==> config.mk <==
export PLATFORM = sky130hd
export DESIGN_NAME = axi_slave_rr_arbiter
export DESIGN_NICKNAME = d
export VERILOG_FILES = /design/src/rtl/axi_arb_pkg.sv /design/src/rtl/rr_pick.sv /design/src/rtl/axi_slave_rr_arbiter.sv
export SDC_FILE = /design/constraint.sdc
export NUM_CORES = 1
export LEC_CHECK = 0
export ABC_AREA = 0
export BUFFER_PORTS_ARGS = -buffer_cell sky130_fd_sc_hd__buf_2
export CAP_MARGIN = 20
export CORE_UTILIZATION = 38
export CTS_CLUSTER_DIAMETER = 120
export DETAILED_ROUTE_END_ITERATION = 7
export GPL_TIMING_DRIVEN = 0
export PLACE_DENSITY = 0.69
export SLEW_MARGIN = 20
export SYNTH_ARGS = -nofsm -noshare
export SYNTH_HDL_FRONTEND = slang
export SYNTH_SLANG_ARGS = --single-unit
==> constraint.sdc <==
create_clock -name clk -period 2.55 [get_ports clk]
set_clock_uncertainty 0.2 [all_clocks]
set_input_delay 0.3825 -clock clk [delete_from_list [all_inputs] [get_ports clk]]
set_output_delay 0.3825 -clock clk [all_outputs]
set_load 0.01 [all_outputs]
==> src/rtl/axi_arb_pkg.sv <==
// Shared types for the per-slave AXI transaction arbiter: FSM states,
// arbitration direction and the "no master" index encoding.
package axi_arb_pkg;

    typedef enum logic [2:0] {
        IDLE,
        ADDR_RD,
        DATA_RD,
        ADDR_WR,
        RESP_WR
    } arb_state_t;

    typedef enum logic {
        READ,
        WRITE
    } dir_t;

    localparam int IDX_NONE = 0;

    // Width of a binary master index; a single master still needs one bit.
    function automatic int idx_width(input int n);
        return (n > 1) ? $clog2(n) : 1;
    endfunction

endpackage

==> src/rtl/rr_pick.sv <==
// Combinational round-robin picker: searches upward from ptr_i+1, wrapping at
// NUM_M-1, and returns the first requester as both one-hot and binary index.
module rr_pick
    import axi_arb_pkg::*;
#(
    parameter int NUM_M = 3,
    parameter int PW    = idx_width(NUM_M)
) (
    input  logic [NUM_M-1:0] req_i,
    input  logic [PW-1:0]    ptr_i,
    output logic             valid_o,
    output logic [NUM_M-1:0] winner_oh_o,
    output logic [PW-1:0]    winner_idx_o
);

    always_comb begin
        logic [PW-1:0] cand;
        valid_o      = 1'b0;
        winner_idx_o = '0;
        winner_oh_o  = '0;
        cand         = ptr_i;
        // Explicit wrap compare so non-power-of-two master counts rotate correctly.
        for (int i = 0; i < NUM_M; i++) begin
            cand = (cand == PW'(NUM_M - 1)) ? '0 : cand + PW'(1);
            if (!valid_o && req_i[cand]) begin
                valid_o      = 1'b1;
                winner_idx_o = cand;
            end
        end
        if (valid_o) begin
            winner_oh_o[winner_idx_o] = 1'b1;
        end
    end

endmodule

==> src/rtl/axi_slave_rr_arbiter.sv <==
// Per-slave arbiter: round-robin within each direction, read/write alternation
// between directions, grant locked for a whole transaction, watchdog release.
module axi_slave_rr_arbiter
    import axi_arb_pkg::*;
#(
    parameter int NUM_M       = 3,
    parameter int MIDX_BITS   = 2,
    parameter int TIMEOUT_CYC = 256
) (
    input  logic                 clk,
    input  logic                 rst,
    input  logic [NUM_M-1:0]     ar_req,
    input  logic [NUM_M-1:0]     aw_req,
    input  logic                 arready_s,
    input  logic                 awready_s,
    input  logic                 rvalid_s,
    input  logic                 rlast_s,
    input  logic                 bvalid_s,
    input  logic [NUM_M-1:0]     rready_m,
    input  logic [NUM_M-1:0]     bready_m,
    output logic [NUM_M-1:0]     grant_rd,
    output logic [NUM_M-1:0]     grant_wr,
    output logic [MIDX_BITS-1:0] r_idx,
    output logic [MIDX_BITS-1:0] w_idx,
    output logic                 busy,
    output logic                 timeout_err
);

    localparam int PW    = idx_width(NUM_M);
    localparam int CNT_W = (TIMEOUT_CYC > 0) ? $clog2(TIMEOUT_CYC + 1) : 1;

    arb_state_t       state_q, state_d;
    dir_t             last_dir_q, last_dir_d;
    logic [PW-1:0]    rd_ptr_q, rd_ptr_d, wr_ptr_q, wr_ptr_d;
    logic [PW-1:0]    gidx_q, gidx_d;
    logic [NUM_M-1:0] goh_q, goh_d;
    logic [CNT_W-1:0] wd_q, wd_d;

    logic             rd_valid, wr_valid;
    logic [NUM_M-1:0] rd_win_oh, wr_win_oh;
    logic [PW-1:0]    rd_win_idx, wr_win_idx;
    logic             progress, wd_fire, rd_phase, wr_phase;

    rr_pick #(.NUM_M(NUM_M)) u_pick_rd (
        .req_i        (ar_req),
        .ptr_i        (rd_ptr_q),
        .valid_o      (rd_valid),
        .winner_oh_o  (rd_win_oh),
        .winner_idx_o (rd_win_idx)
    );

    rr_pick #(.NUM_M(NUM_M)) u_pick_wr (
        .req_i        (aw_req),
        .ptr_i        (wr_ptr_q),
        .valid_o      (wr_valid),
        .winner_oh_o  (wr_win_oh),
        .winner_idx_o (wr_win_idx)
    );

    assign wd_fire = (TIMEOUT_CYC != 0) && (state_q != IDLE)
                     && (wd_q == CNT_W'(TIMEOUT_CYC));

    always_comb begin
        state_d    = state_q;
        last_dir_d = last_dir_q;
        rd_ptr_d   = rd_ptr_q;
        wr_ptr_d   = wr_ptr_q;
        gidx_d     = gidx_q;
        goh_d      = goh_q;
        progress   = 1'b0;

        case (state_q)
            IDLE: begin
                // Read wins when it is alone or when the last grant was a write.
                if (rd_valid && (!wr_valid || last_dir_q == WRITE)) begin
                    state_d    = ADDR_RD;
                    gidx_d     = rd_win_idx;
                    goh_d      = rd_win_oh;
                    rd_ptr_d   = rd_win_idx;
                    last_dir_d = READ;
                end else if (wr_valid) begin
                    state_d    = ADDR_WR;
                    gidx_d     = wr_win_idx;
                    goh_d      = wr_win_oh;
                    wr_ptr_d   = wr_win_idx;
                    last_dir_d = WRITE;
                end
            end
            ADDR_RD: begin
                if (arready_s && ar_req[gidx_q]) begin
                    state_d  = DATA_RD;
                    progress = 1'b1;
                end else if (!ar_req[gidx_q]) begin
                    state_d = IDLE;
                end
            end
            DATA_RD: begin
                if (rvalid_s && rready_m[gidx_q]) begin
                    progress = 1'b1;
                    if (rlast_s) begin
                        state_d = IDLE;
                    end
                end
            end
            ADDR_WR: begin
                if (awready_s && aw_req[gidx_q]) begin
                    state_d  = RESP_WR;
                    progress = 1'b1;
                end else if (!aw_req[gidx_q]) begin
                    state_d = IDLE;
                end
            end
            RESP_WR: begin
                if (bvalid_s && bready_m[gidx_q]) begin
                    state_d = IDLE;
                end
            end
            default: state_d = IDLE;
        endcase

        if (TIMEOUT_CYC == 0 || state_q == IDLE || progress) begin
            wd_d = '0;
        end else begin
            wd_d = wd_q + CNT_W'(1);
        end

        // A hung slave is released even if it completes in the same cycle.
        if (wd_fire) begin
            state_d = IDLE;
            wd_d    = '0;
        end
    end

    always_ff @(posedge clk or negedge rst) begin
        if (!rst) begin
            state_q    <= IDLE;
            last_dir_q <= WRITE;
            rd_ptr_q   <= PW'(NUM_M - 1);
            wr_ptr_q   <= PW'(NUM_M - 1);
            gidx_q     <= '0;
            goh_q      <= '0;
            wd_q       <= '0;
        end else begin
            state_q    <= state_d;
            last_dir_q <= last_dir_d;
            rd_ptr_q   <= rd_ptr_d;
            wr_ptr_q   <= wr_ptr_d;
            gidx_q     <= gidx_d;
            goh_q      <= goh_d;
            wd_q       <= wd_d;
        end
    end

    assign rd_phase    = (state_q == ADDR_RD) || (state_q == DATA_RD);
    assign wr_phase    = (state_q == ADDR_WR) || (state_q == RESP_WR);
    assign busy        = (state_q != IDLE);
    assign timeout_err = wd_fire;
    assign grant_rd    = rd_phase ? goh_q : '0;
    assign grant_wr    = wr_phase ? goh_q : '0;
    assign r_idx       = rd_phase ? MIDX_BITS'(gidx_q) + MIDX_BITS'(1) : MIDX_BITS'(IDX_NONE);
    assign w_idx       = wr_phase ? MIDX_BITS'(gidx_q) + MIDX_BITS'(1) : MIDX_BITS'(IDX_NONE);

endmodule

Word-level counts from Yosys, hierarchy flattened
Index checks and enable logic that the tools add are counted.

Flip-flop bits (word level): 22. Latch bits: 0. Memory bits (writable): 0. Bits in read-only memories: 0. Output and inout bits: 12. Logic and storage cells: 142. Memories: 0.

Add/sub/neg operators: 8. Multipliers: 0. Div/mod/pow operators: 0. $lt $le $gt $ge: 11. Equality and inequality tests: 17. Shifts and indexed selects: 0. Mux-type cells: 70. Bitwise gates (word level): 1. Reductions and logical operators: 28.

Operators with widths (number): $mux W3 (15); $mux W2 (16); $lt A2 B3 Y1 const B (9); $mux W1 (23); $bmux W1 S2 (10); $mux W9 (2); $pmux W3 S5 (1); $add A2 B1 Y2 const B (7); $eq A2 B2 Y1 const B (6); $logic_and A1 B1 Y1 (12); $ne A4 B4 Y1 const B (3); $add A9 B1 Y9 const B (1); $eq A9 B9 Y1 const B (1); $ne A3 B3 Y1 const B (3); $eq A3 B2 Y1 const B (2); $reduce_and A6 Y1 (1); $logic_not A1 Y1 (5); $demux W1 S2 (2); $ge A2 B1 Y1 const B (2); $logic_or A1 B1 Y1 (4); $reduce_and A2 Y1 (2); $eq A3 B1 Y1 const B (1); $eq A3 B3 Y1 const B (1); $logic_not A3 Y1 (1); other kinds (5) (5).

Longest topological paths before layout
Word-level depth: 17. Mapped depth: 7.

Modules after synthesis
Synthesis repeated with hierarchy kept, for this count alone.

Cell total of the unflattened synthesis: 168. Area total of the unflattened synthesis: 1585.3 sq um.

Modules (own cells, without submodules): axi_slave_rr_arbiter (instances 1, cells an instance 146, area each 1417.6 sq um, seq. area each 554.3 sq um); rr_pick at u_pick_wr (instances 1, cells an instance 12, area each 90.1 sq um, seq. area each 0.0 sq um); rr_pick at u_pick_rd (instances 1, cells an instance 10, area each 77.6 sq um, seq. area each 0.0 sq um).

Least setup slack after synthesis
No wires, ideal clock.

Path kind: register to output. Start: reg wd_q[0]. End: out timeout_err. Arrival time: 1384 ps. Data required time: 1967 ps. Setup slack: 584 ps. Cell stages (with the launch flop): 7. Buffers on the path: 0. Cells stage by stage: dfrtp_1 -> inv_1 -> ha_1 -> nor4b_1 -> and4b_1 -> inv_1 -> nor2_1.

Cells in the longest elaborated chain, start to end: 2.

Ends and longest elaborated chain: from (decl) (line axi_slave_rr_arbiter.sv:37) `logic [CNT_W-1:0] wd_q, wd_d;`; from (signal assigned) (line axi_slave_rr_arbiter.sv:150) `wd_q <= wd_d;`; $eq A9 B9 Y1 (line axi_slave_rr_arbiter.sv:61) `&& (wd_q == CNT_W'(TIMEOUT_CYC));`; $logic_and A1 B1 Y1 (line axi_slave_rr_arbiter.sv:61); to (decl) (line axi_slave_rr_arbiter.sv:26) `output logic timeout_err`.

Every way passes these cells.

Worst setup path in the final report
Ends and elaborated chain as after synthesis.

==> flow_summary.rst <==
.. list-table::
   :header-rows: 1

   * - Metric
     - Value
   * - Post-detailed-route via-to-cell ratio
     - 5.20
   * - Average cell area after synthesis
     - 9.16 sq um
   * - Arrival time worst endpoint
     - 1.81 ns
   * - TritonCTS clock tree
     - yes
   * - Startpoint of the lowest-slack register-to-register path
     - state_q[0]
   * - Final clock period utilization by the worst path
     - 93.9%
   * - Final routed wirelength across all metal layers
     - 3090 um
   * - I/O pins
     - 31
   * - Antenna-violating nets left
     - 0
   * - Final cell utilization of the core
     - 49.4%
   * - Cell count after synthesis
     - 154
   * - Worst hold path cell count
     - 3
   * - H-tree Lvls
     - 1
   * - Setup repair after global routing missed its margin
     - no
   * - Finish-stage setup viols
     - 0
   * - Nature of the critical path startpoint
     - register
   * - Wire length per cell
     - 13.1 um
   * - Weighted congestion reported at the end of routability-driven placement
     - 0.790
   * - Ranking of synthesized cells by area
     - sky130_fd_sc_hd__dfrtp_1 34%, sky130_fd_sc_hd__dfstp_2 5.6%, sky130_fd_sc_hd__nor2_1 4.8%
   * - Area growth from synthesis to layout
     - 20.6%
   * - Category of the most critical setup path
     - register to output pin
   * - Syn nets
     - 175
   * - Max Clock Freq
     - 0.418 GHz
   * - Port bufs
     - 30
   * - Fraction of layout instances using a drive strength above 1
     - 30.5%
   * - Type of the tightest min-delay check
     - input port to register
   * - FF+latch area
     - 554 sq um
   * - Synthesis warning total
     - 0
   * - Max-capacitance violation count
     - 0
   * - Critical path fanouts, max
     - 6
   * - Area after detailed placement
     - 1620 sq um
   * - Count of flip-flops with a built-in enable after synthesis
     - 0
   * - Worst setup EP type
     - output pin
   * - Cell area after technology mapping
     - 1410 sq um
   * - Effective utilization at floorplan
     - 41.0%
   * - Cell area after layout
     - 1700 sq um
   * - Area of the multi-input gates
     - 798 sq um
   * - Fill cells
     - 343
   * - Die area
     - 3960 sq um
   * - Worst-case reg-to-reg path depth
     - 7
   * - Remaining global-route overflow
     - 0
   * - Number of global-route vias before repair
     - 1149
   * - Cell type with the largest total area after synthesis
     - sky130_fd_sc_hd__dfrtp_1
   * - Number of nets in the layout
     - 212
   * - Leading register cell type out of synthesis
     - sky130_fd_sc_hd__dfrtp_1
   * - Vias after detailed routing
     - 1228
   * - Die Y
     - 62.9 um
   * - Clock latency on the worst-skew pair
     - 0.27 ns
   * - First-pass GRT wire length
     - 5270 um
   * - Worst voltage drop across the vdd grid
     - 0.000440 V
   * - Static leakage power
     - 0.776 nW
   * - Worst-case headroom to the max-slew limit
     - 59.9%
   * - Clock transition at path regs
     - 0.08 ns
   * - Cell area power density
     - 1100 nW/um^2
   * - Clock root buffer master
     - sky130_fd_sc_hd__clkbuf_8
   * - Setup TNS Final
     - 0 ns
   * - Flip-flop and latch count after synthesis
     - 22
   * - Final std cells w/o fill
     - 236
   * - Placement row count
     - 21
   * - First-pass iteration count of the detailed router
     - 4
   * - Pin count of the biggest net entering global routing
     - 23
   * - Fraction of synthesis flops using an asynchronous set or reset pin
     - 100%
   * - First-iteration detailed-routing DRC count
     - 53
   * - Ant diodes
     - 0
   * - Number of pins exceeding their max-slew limit in the final report
     - 0
   * - Number of distinct library cell variants in the gate-level netlist after synthesis
     - 47
   * - Post-detailed-placement half-perimeter wirelength
     - 2300 um
   * - Outcome
     - completed
   * - Overall routing resource usage
     - 17.0%
   * - Clock Tree Buf Depth
     - 2
   * - Sequential-to-total area share from yosys stat
     - 39.3%
   * - Area of the core
     - 3440 sq um
   * - Die Wd
     - 62.9 um
   * - Number of antenna violations at the first check in global routing
     - 0
   * - Worst Path Required
     - 1.97 ns
   * - Slack of the worst reg-to-reg path
     - 0.41 ns
   * - Clock buffers created by TritonCTS
     - 3
   * - Placed cell count
     - 230
   * - Fin. Hold Viols
     - 0
   * - Number of clock sinks
     - 22
   * - # DRC
     - 0
   * - Launch point of the worst hold path
     - ar_req[1]
   * - Worst slew pin tran
     - 0.597 ns
   * - Area fraction of the dominant cell type after synthesis
     - 33.7%
   * - End point of the worst hold path
     - rd_ptr_q[0]
   * - Endpoint of the lowest-slack register-to-register path
     - goh_q[2]
   * - Time the worst path needs with I/O delays and setup
     - 2.39 ns
-- cell usage after synthesis (all sizes together) (2+ instances only) --
cell type and count:
nand2b 2, xor2 6, nand3 4, nand4b 2
nand4 2, inv 10, nand2 5, mux2i 4
and4b 2, nor2 18, dfrtp 19, ha 2
buf 5, nor3b 2, a21oi 9, nor2b 9
o21ai 7, o311ai 2, and2 4, a22oi 2
o21a 4, dfstp 3, o22ai 2, xnor2 3
nor3 10
-- worst max path at each step --
stage,start,end,slack [ns],depth (start not counted)
after floorplan,wd_q[0],timeout_err,0.58,6
after global placement,wd_q[0],timeout_err,0.27,7
after detailed placement,wd_q[0],timeout_err,0.25,7
after CTS,wd_q[0],timeout_err,0.06,7
after global routing,wd_q[0],timeout_err,0.04,7
final,wd_q[0],timeout_err,0.16,7
-- cells by family after synthesis --
kind of cell,after synthesis,synth area share [%]
simple gates,67,27.1
xor+xnor,9,5.59
flops,22,39.3
buf+inv,15,4.88
mux,5,3.63
compound gates,34,17.7
fa+ha+maj,2,1.77
-- registers in the layout (all words and copies together), names as in the netlist --
signal	cells
goh_q	3
last_dir_q	1
state_q	3
rd_ptr_q	2
wd_q	9
gidx_q	2
wr_ptr_q	2
-- critical path: stages, from the launching register on --
cell and delay, ns:
sky130_fd_sc_hd__dfrtp_1 0.45, sky130_fd_sc_hd__inv_1 0.08, sky130_fd_sc_hd__ha_1 0.15, sky130_fd_sc_hd__nor4b_2 0.19, sky130_fd_sc_hd__and4b_2 0.28, sky130_fd_sc_hd__inv_1 0.08
sky130_fd_sc_hd__nor2_2 0.15, sky130_fd_sc_hd__buf_2 0.16
-- where the power goes --
group / internal [mW] / switching [mW] / total (mW)
Sequential: 0.483 / 0.0907 / 0.573
Clock: 0.138 / 0.119 / 0.257
Combinational: 0.469 / 0.579 / 1.05
-- cell type report --
cell class	instances	area share, %
timing repair buffer	32	9.85
multi-input combinational	117	46.9
sequential	22	32.6
buffer	5	1.84
inverter	10	2.21
clock buffer	4	3.24
tap	46	3.38
-- placed cells by master, fill, tap and decap left out, types with 3 or more instances in the layout --
cell type                  count
sky130_fd_sc_hd__nor2b_1       9
sky130_fd_sc_hd__inv_1         9
sky130_fd_sc_hd__nor2_1       17
sky130_fd_sc_hd__nand2_1       5
sky130_fd_sc_hd__o21a_1        4
sky130_fd_sc_hd__o21ai_0       7
sky130_fd_sc_hd__dfstp_2       3
sky130_fd_sc_hd__mux2i_1       4
sky130_fd_sc_hd__xor2_1        6
sky130_fd_sc_hd__buf_2        34
sky130_fd_sc_hd__nand3_1       4
sky130_fd_sc_hd__and2_1        4
sky130_fd_sc_hd__a21oi_1       8
sky130_fd_sc_hd__dfrtp_1      19
sky130_fd_sc_hd__clkbuf_8      4
sky130_fd_sc_hd__nor3_1        8
sky130_fd_sc_hd__xnor2_1       3
-- metrics by stage --
step	setup slack, ns	hold slack (ns)	total power [mW]
floorplan	0.584	-0.113	1.34
finish	0.155	0.210	1.88
global route	0.0359	0.234	2.05
global placement	0.266	0.178	1.61
detailed placement	0.251	0.177	1.63
CTS	0.0552	0.204	1.89
-- metal layers --
layer | track usage [%] | vias up | part of all wire [%] | wire (um)
met5 | 0 | - | 0 | 0
met4 | 5.23 | 0 | 1.2 | 36
met3 | 3.47 | 4 | 3.9 | 120
met2 | 27.3 | 24 | 49 | 1520
met1 | 22.6 | 583 | 46 | 1410
li1 | - | 617 | - | -
-- repair_timing --
action,4_1_cts,5_1_grt
hold buffers,1,0
endpoints found under the setup margin,1,1
endpoints found under the hold margin,19,0
buffers inserted,0,1
resized for setup,2,1
pin swaps,0,1
Note: power is estimated with default switching activity, not from simulation.
